[src/rtl/perceptron_seq.sv]
// perceptron_seq
//   Sequential perceptron. A vector of N_INPUTS signed x/w pairs and a bias
//   are accepted over a valid/ready handshake. One multiply-accumulate is
//   performed per clock into a saturating accumulator. The step activation
//   is then applied, and the result is held until the downstream side
//   takes it.
//
// Ports
//   clk        rising-edge clock
//   rst        synchronous, active-high reset
//   in_valid   x/w/bias valid
//   in_ready   block can accept a vector (registered)
//   x, w       packed signed vectors; element i at [i*DATA_W +: DATA_W]
//   bias       signed bias
//   out_valid  result valid (registered)
//   out_ready  downstream accepts the result
//   out        activation: 1 iff sum >= 0, qualified by out_valid
//   sum        saturated weighted sum plus bias
//   sat        some accumulate step of this result clamped
module perceptron_seq #(
  parameter int N_INPUTS = 4,
  parameter int DATA_W   = 4,
  parameter int BIAS_W   = 6,
  parameter int ACC_W    = 10
) (
  input  logic                              clk,
  input  logic                              rst,
  input  logic                              in_valid,
  output logic                              in_ready,
  input  logic        [N_INPUTS*DATA_W-1:0] x,
  input  logic        [N_INPUTS*DATA_W-1:0] w,
  input  logic signed [BIAS_W-1:0]          bias,
  output logic                              out_valid,
  input  logic                              out_ready,
  output logic                              out,
  output logic signed [ACC_W-1:0]           sum,
  output logic                              sat
);

  localparam int IDX_W = (N_INPUTS > 1) ? $clog2(N_INPUTS) : 1;
  localparam logic [IDX_W-1:0] LAST_IDX = IDX_W'(N_INPUTS - 1);

  // Accumulator limits, expressed at the ACC_W+1 working width.
  localparam logic signed [ACC_W:0] ACC_MAX = {2'b00, {(ACC_W-1){1'b1}}};
  localparam logic signed [ACC_W:0] ACC_MIN = {2'b11, {(ACC_W-1){1'b0}}};

  typedef enum logic [1:0] {IDLE, MAC, DONE} state_t;

  state_t                   state;
  logic signed [DATA_W-1:0] x_r [N_INPUTS];
  logic signed [DATA_W-1:0] w_r [N_INPUTS];
  logic signed [ACC_W-1:0]  acc;
  logic [IDX_W-1:0]         idx;
  logic                     sat_r;
  logic                     in_ready_r;
  logic                     out_valid_r;

  logic signed [2*DATA_W-1:0] prod;
  logic signed [ACC_W:0]      t;

  function automatic logic is_clamped(input logic signed [ACC_W:0] v);
    return (v > ACC_MAX) || (v < ACC_MIN);
  endfunction

  function automatic logic signed [ACC_W-1:0] sat_clamp(input logic signed [ACC_W:0] v);
    if (v > ACC_MAX)
      return ACC_MAX[ACC_W-1:0];
    else if (v < ACC_MIN)
      return ACC_MIN[ACC_W-1:0];
    else
      return v[ACC_W-1:0];
  endfunction

  // MAC datapath: one extra bit of headroom so overflow is detectable before clamping.
  always_comb begin
    prod = (2*DATA_W)'(x_r[idx]) * (2*DATA_W)'(w_r[idx]);
    t    = (ACC_W+1)'(acc) + (ACC_W+1)'(prod);
  end

  // Operand capture: sampled only on the accepting edge, so later input
  // changes cannot disturb a result in progress.
  always_ff @(posedge clk) begin
    if (state == IDLE && in_valid) begin
      for (int i = 0; i < N_INPUTS; i++) begin
        x_r[i] <= $signed(x[i*DATA_W +: DATA_W]);
        w_r[i] <= $signed(w[i*DATA_W +: DATA_W]);
      end
    end
  end

  // Control FSM and accumulator.
  always_ff @(posedge clk) begin
    if (rst) begin
      state       <= IDLE;
      in_ready_r  <= 1'b1;
      out_valid_r <= 1'b0;
      acc         <= '0;
      idx         <= '0;
      sat_r       <= 1'b0;
    end else begin
      case (state)
        IDLE: begin
          if (in_valid) begin
            acc        <= ACC_W'(bias);
            idx        <= '0;
            sat_r      <= 1'b0;
            in_ready_r <= 1'b0;
            state      <= MAC;
          end
        end
        MAC: begin
          // Later steps continue from the clamped value, and the flag is sticky.
          acc <= sat_clamp(t);
          if (is_clamped(t))
            sat_r <= 1'b1;
          if (idx == LAST_IDX) begin
            idx         <= '0;
            out_valid_r <= 1'b1;
            state       <= DONE;
          end else begin
            idx <= idx + 1'b1;
          end
        end
        DONE: begin
          if (out_ready) begin
            out_valid_r <= 1'b0;
            in_ready_r  <= 1'b1;
            state       <= IDLE;
          end
        end
        default: state <= IDLE;
      endcase
    end
  end

  assign in_ready  = in_ready_r;
  assign out_valid = out_valid_r;
  assign sum       = acc;
  assign sat       = sat_r;
  // Qualified by out_valid so that out reads 0 while the sum register is
  // still zero after reset.
  assign out       = out_valid_r & ~acc[ACC_W-1];

endmodule

[config.mk]
export PLATFORM = sky130hd
export DESIGN_NAME = perceptron_seq
export DESIGN_NICKNAME = d
export VERILOG_FILES = /design/src/rtl/perceptron_seq.sv
export SDC_FILE = /design/constraint.sdc
export NUM_CORES = 1
export LEC_CHECK = 0
export ABC_AREA = 1
export CAP_MARGIN = 25
export CORE_MARGIN = 2
export CORE_UTILIZATION = 40
export CTS_CLUSTER_DIAMETER = 100
export DETAILED_ROUTE_END_ITERATION = 7
export PLACE_DENSITY = 0.7
export SLEW_MARGIN = 20
export SYNTH_ARGS = -nofsm -noshare
export SYNTH_HDL_FRONTEND = slang
export SYNTH_SLANG_ARGS = --single-unit
[constraint.sdc]
create_clock -name clk -period 5.1 [get_ports clk]
set_input_delay 0.765 -clock clk [delete_from_list [all_inputs] [get_ports clk]]
set_output_delay 0.765 -clock clk [all_outputs]
set_load 0.02 [all_outputs]
==> impl_metrics.yaml, run 1 <==
placed_design:
  gp_congestion: 0.867
  portBuffers: 55
  dpl_cell_area_um2: 4040
  dpl.cell_count: 530
  hpwlAfterDp_um: 5690
clock_tree:
  holdBufCountCts: 0
  numCtsBuffers: 5
  cts_tree: "built"
  h-tree-depth: 2
  clock_latency_ns: 0.31
  cts_resized: 0
  clockBufferDepth: 2
  path_clk_slew_ns: 0.10
  cts.sinks: 51
  cts_root_buffer: "clkbuf_8"
  post-cts-setup-buffers: 0
worst_setup_path:
  r2r_slack_ns: 0.42
  crit_type: "flop to flop"
  r2r_end: "sum[7]$_SDFFE_PP0P_"
  crit_fanout: 17
  rr_worst_depth: 21
  cp-endpoint: "sum[7]$_SDFFE_PP0P_"
  cp.required_ns: 5.29
  start_kind: "flop"
  crit_arrival_ns: 4.87
  endpoint_kind: "flop"
power_and_ir_drop:
  power_frac_seq_pct: 22.6
  p_int_mw: 1.19
  switching_share_pct: 48.8
  pwr-share-clk_pct: 10.6
  vdd_drop_max_mv: 0.294
  p_leak_nw: 1.86
  p_sw_mw: 1.14
  power.density_nw_per_um2: 564
  p_comb_share_pct: 66.9
global_routing:
  grt_use_total_pct: 17.1
  grt_max_degree: 34
  grt.overflow.total: 0
  grt_pass1_wl_um: 12000
  grt_pass1_vias: 2697
  antenna_found_initial: 0
run_status:
  status: "complete, no violations"
timing:
  relSlewSlack_pct: 61.8
  final.min_clock_period_ns: 4.68
  finClkSkew_ns: 0.00905
  hold_viol: 0
  grt_setup_unrepaired: "no"
  maxSlewViolCount: 0
  setup_violations: 0
  max_freq_mhz: 214
  tightest_slew_ns: 0.572
  fin_setup_tns_ns: 0
  final.period_utilization_pct: 91.7
die:
  start_util_pct: 41.2
  rows: 33
  die_h_um: 95.8
  die-area_um2: 9180
  coreArea_um2: 8180
  die_w_um: 95.8
  io_pins: 56
routing:
  first_pass_iters: 4
  drtIter0Drc: 97
  detail-route-antenna-nets: 0
  dr_total_vias: 2543
  avgViaCountPerCell: 4.73
  detail_route.wl_per_cell_um: 12.8
  routed_wl_um: 6880
  drcViolationCount: 0
synthesis:
  synthArstFlopShare_pct: 0
  yosys_warnings: 0
  ys_seq_area_share_pct: 39.8
  synth_ff_type: "edfxtp_1"
  synth_commonest_cells: "nand2_1 (91), inv_1 (68), edfxtp_1 (32)"
  synth_top_area_share_pct: 28.5
  synthTopCellsByArea: "edfxtp_1 (28%), fa_1 (12%), dfxtp_1 (11%)"
  synth-edff-count: 32
  syn-cell-area_um2: 3370
  syn_inst: 374
  synth_nets: 459
  synth_area_leader_cell: "edfxtp_1"
  yosysMostFrequentCell: "nand2_1"
  ys_types: 29
  ys_ff_latch: 51
  avgSynthCellArea_um2: 9.02
cells_and_area:
  syn2layout_area_growth_pct: 22.6
  antennaDiodeCount: 0
  nNetsFinal: 517
  final_area_um2: 4130
  drive_above_1_share_pct: 10.6
  layoutNonFillerInstCount: 538
run:
  drv_cap: 0
worst_hold_path:
  min_path_type: "flop to flop"
## metrics by stage
stage / utilization (%) / hold WS, ns / setup slack (ns) / power (mW)
after global routing: 50.6 / 0.514 / 0.00926 / 2.60
final: 50.6 / 0.473 / 0.424 / 2.33
after CTS: 50.6 / 0.477 / 0.432 / 2.35
after global placement: 49.4 / 0.449 / 0.606 / 2.06
after floorplan: - / 0.442 / 0.983 / 1.74
after detailed placement: 49.4 / 0.451 / 0.485 / 2.10
## registers in the layout, indices dropped and copies added, names as in the netlist, named ones only
name / flops
in_ready: 1
sum: 10
x_r: 16
state: 2
sat: 1
out_valid: 1
w_r: 16
idx: 2
## worst max-delay path: stages, from the launching register on
cell,delay [ns]
dfxtp_1,0.70
inv_2,0.26
nand2_1,0.11
a32o_1,0.26
nor2_1,0.08
buf_4,0.17
inv_1,0.07
fa_1,0.42
fa_1,0.49
fa_1,0.55
fa_1,0.49
nand3b_1,0.20
nand2_2,0.11
nand2_2,0.08
nand2_2,0.08
nand2_2,0.06
nand2_4,0.08
nand2_2,0.06
nand2_2,0.09
nor2_1,0.05
nor2_1,0.09
nor2_1,0.05
## power groups by stage
stage / clock (mW) / combinational (mW) / sequential, mW
floorplan: 0 / 1.19 / 0.549
global placement: 0 / 1.52 / 0.536
detailed placement: 0 / 1.56 / 0.537
CTS: 0.251 / 1.57 / 0.528
global route: 0.267 / 1.80 / 0.532
finish: 0.246 / 1.56 / 0.526
## layer usage
metal  GRT usage (%)  wire length (µm)  share of wire (%)
met1            20.7              3060                 44
met2            31.0              3500                 51
met3            2.66               212                3.1
met4            5.24               106                1.5
met5               0                 0                  0
## cell usage in the layout (no fill, tap or decap)
| cell type | count |
|---|---|
| clkbuf_8 | 5 |
| nand3b_1 | 2 |
| nand3_1 | 6 |
| xor2_1 | 2 |
| a32oi_1 | 5 |
| xnor2_1 | 3 |
| fa_1 | 20 |
| nor2_4 | 1 |
| clkinv_4 | 1 |
| a21oi_2 | 7 |
| a31oi_1 | 1 |
| o21bai_1 | 1 |
| a21oi_1 | 13 |
| nand2_2 | 13 |
| clkinvlp_4 | 1 |
| a32o_1 | 3 |
| o21a_1 | 1 |
| nor2_2 | 1 |
| o21ai_0 | 12 |
| clkdlybuf4s50_1 | 55 |
| nand2_1 | 91 |
| dfxtp_1 | 19 |
| inv_8 | 1 |
| ha_1 | 23 |
| inv_1 | 68 |
| buf_4 | 2 |
| inv_2 | 5 |
| nand2_4 | 3 |
| nand3_2 | 3 |
| edfxtp_1 | 32 |
| nor2_1 | 30 |
| a21oi_4 | 3 |
## how the worst min path moves through the flow
stage	slack, ns	cells past startpoint	endpoint	start
floorplan	0.44	1	flop	idx[0]$_SDFFE_PP0P_
global placement	0.45	2	in_ready$_SDFFE_PP1P_	in_ready$_SDFFE_PP1P_
detailed placement	0.45	2	in_ready$_SDFFE_PP1P_	in_ready$_SDFFE_PP1P_
CTS	0.48	2	in_ready$_SDFFE_PP1P_	in_ready$_SDFFE_PP1P_
global route	0.51	2	in_ready$_SDFFE_PP1P_	in_ready$_SDFFE_PP1P_
finish	0.47	2	in_ready$_SDFFE_PP1P_	in_ready$_SDFFE_PP1P_
## cell type report
type	instances	area, µm²
clock buffer	5	68.8
clock inverter	3	27.5
fill	784	4040
inverter	73	274
multi-input combinational	244	1720
sequential	51	1340
tap	105	131
timing repair buffer	57	566
## cells by family (layout without fill, tap and decap cells)
kind of cell	after synthesis	after routing	synth area share (%)
simple gates	150	150	19.6
buf+inv	79	138	9.09
flops	51	51	39.8
compound gates	46	46	9.80
fa+ha+maj	43	43	20.4
xor+xnor	5	5	1.30
No activity file was read; power rests on OpenSTA's default activity.
==> run 2, diff against run 1 <==
--- a/config.mk
+++ b/config.mk
@@ -12,7 +12,6 @@
 export CTS_CLUSTER_DIAMETER = 100
 export DETAILED_ROUTE_END_ITERATION = 7
 export PLACE_DENSITY = 0.7
-export SLEW_MARGIN = 20
 export SYNTH_ARGS = -nofsm -noshare
 export SYNTH_HDL_FRONTEND = slang
 export SYNTH_SLANG_ARGS = --single-unit
==> results of run 2 <==
No change in the layout: final DEF, timing and power equal those of run 1.
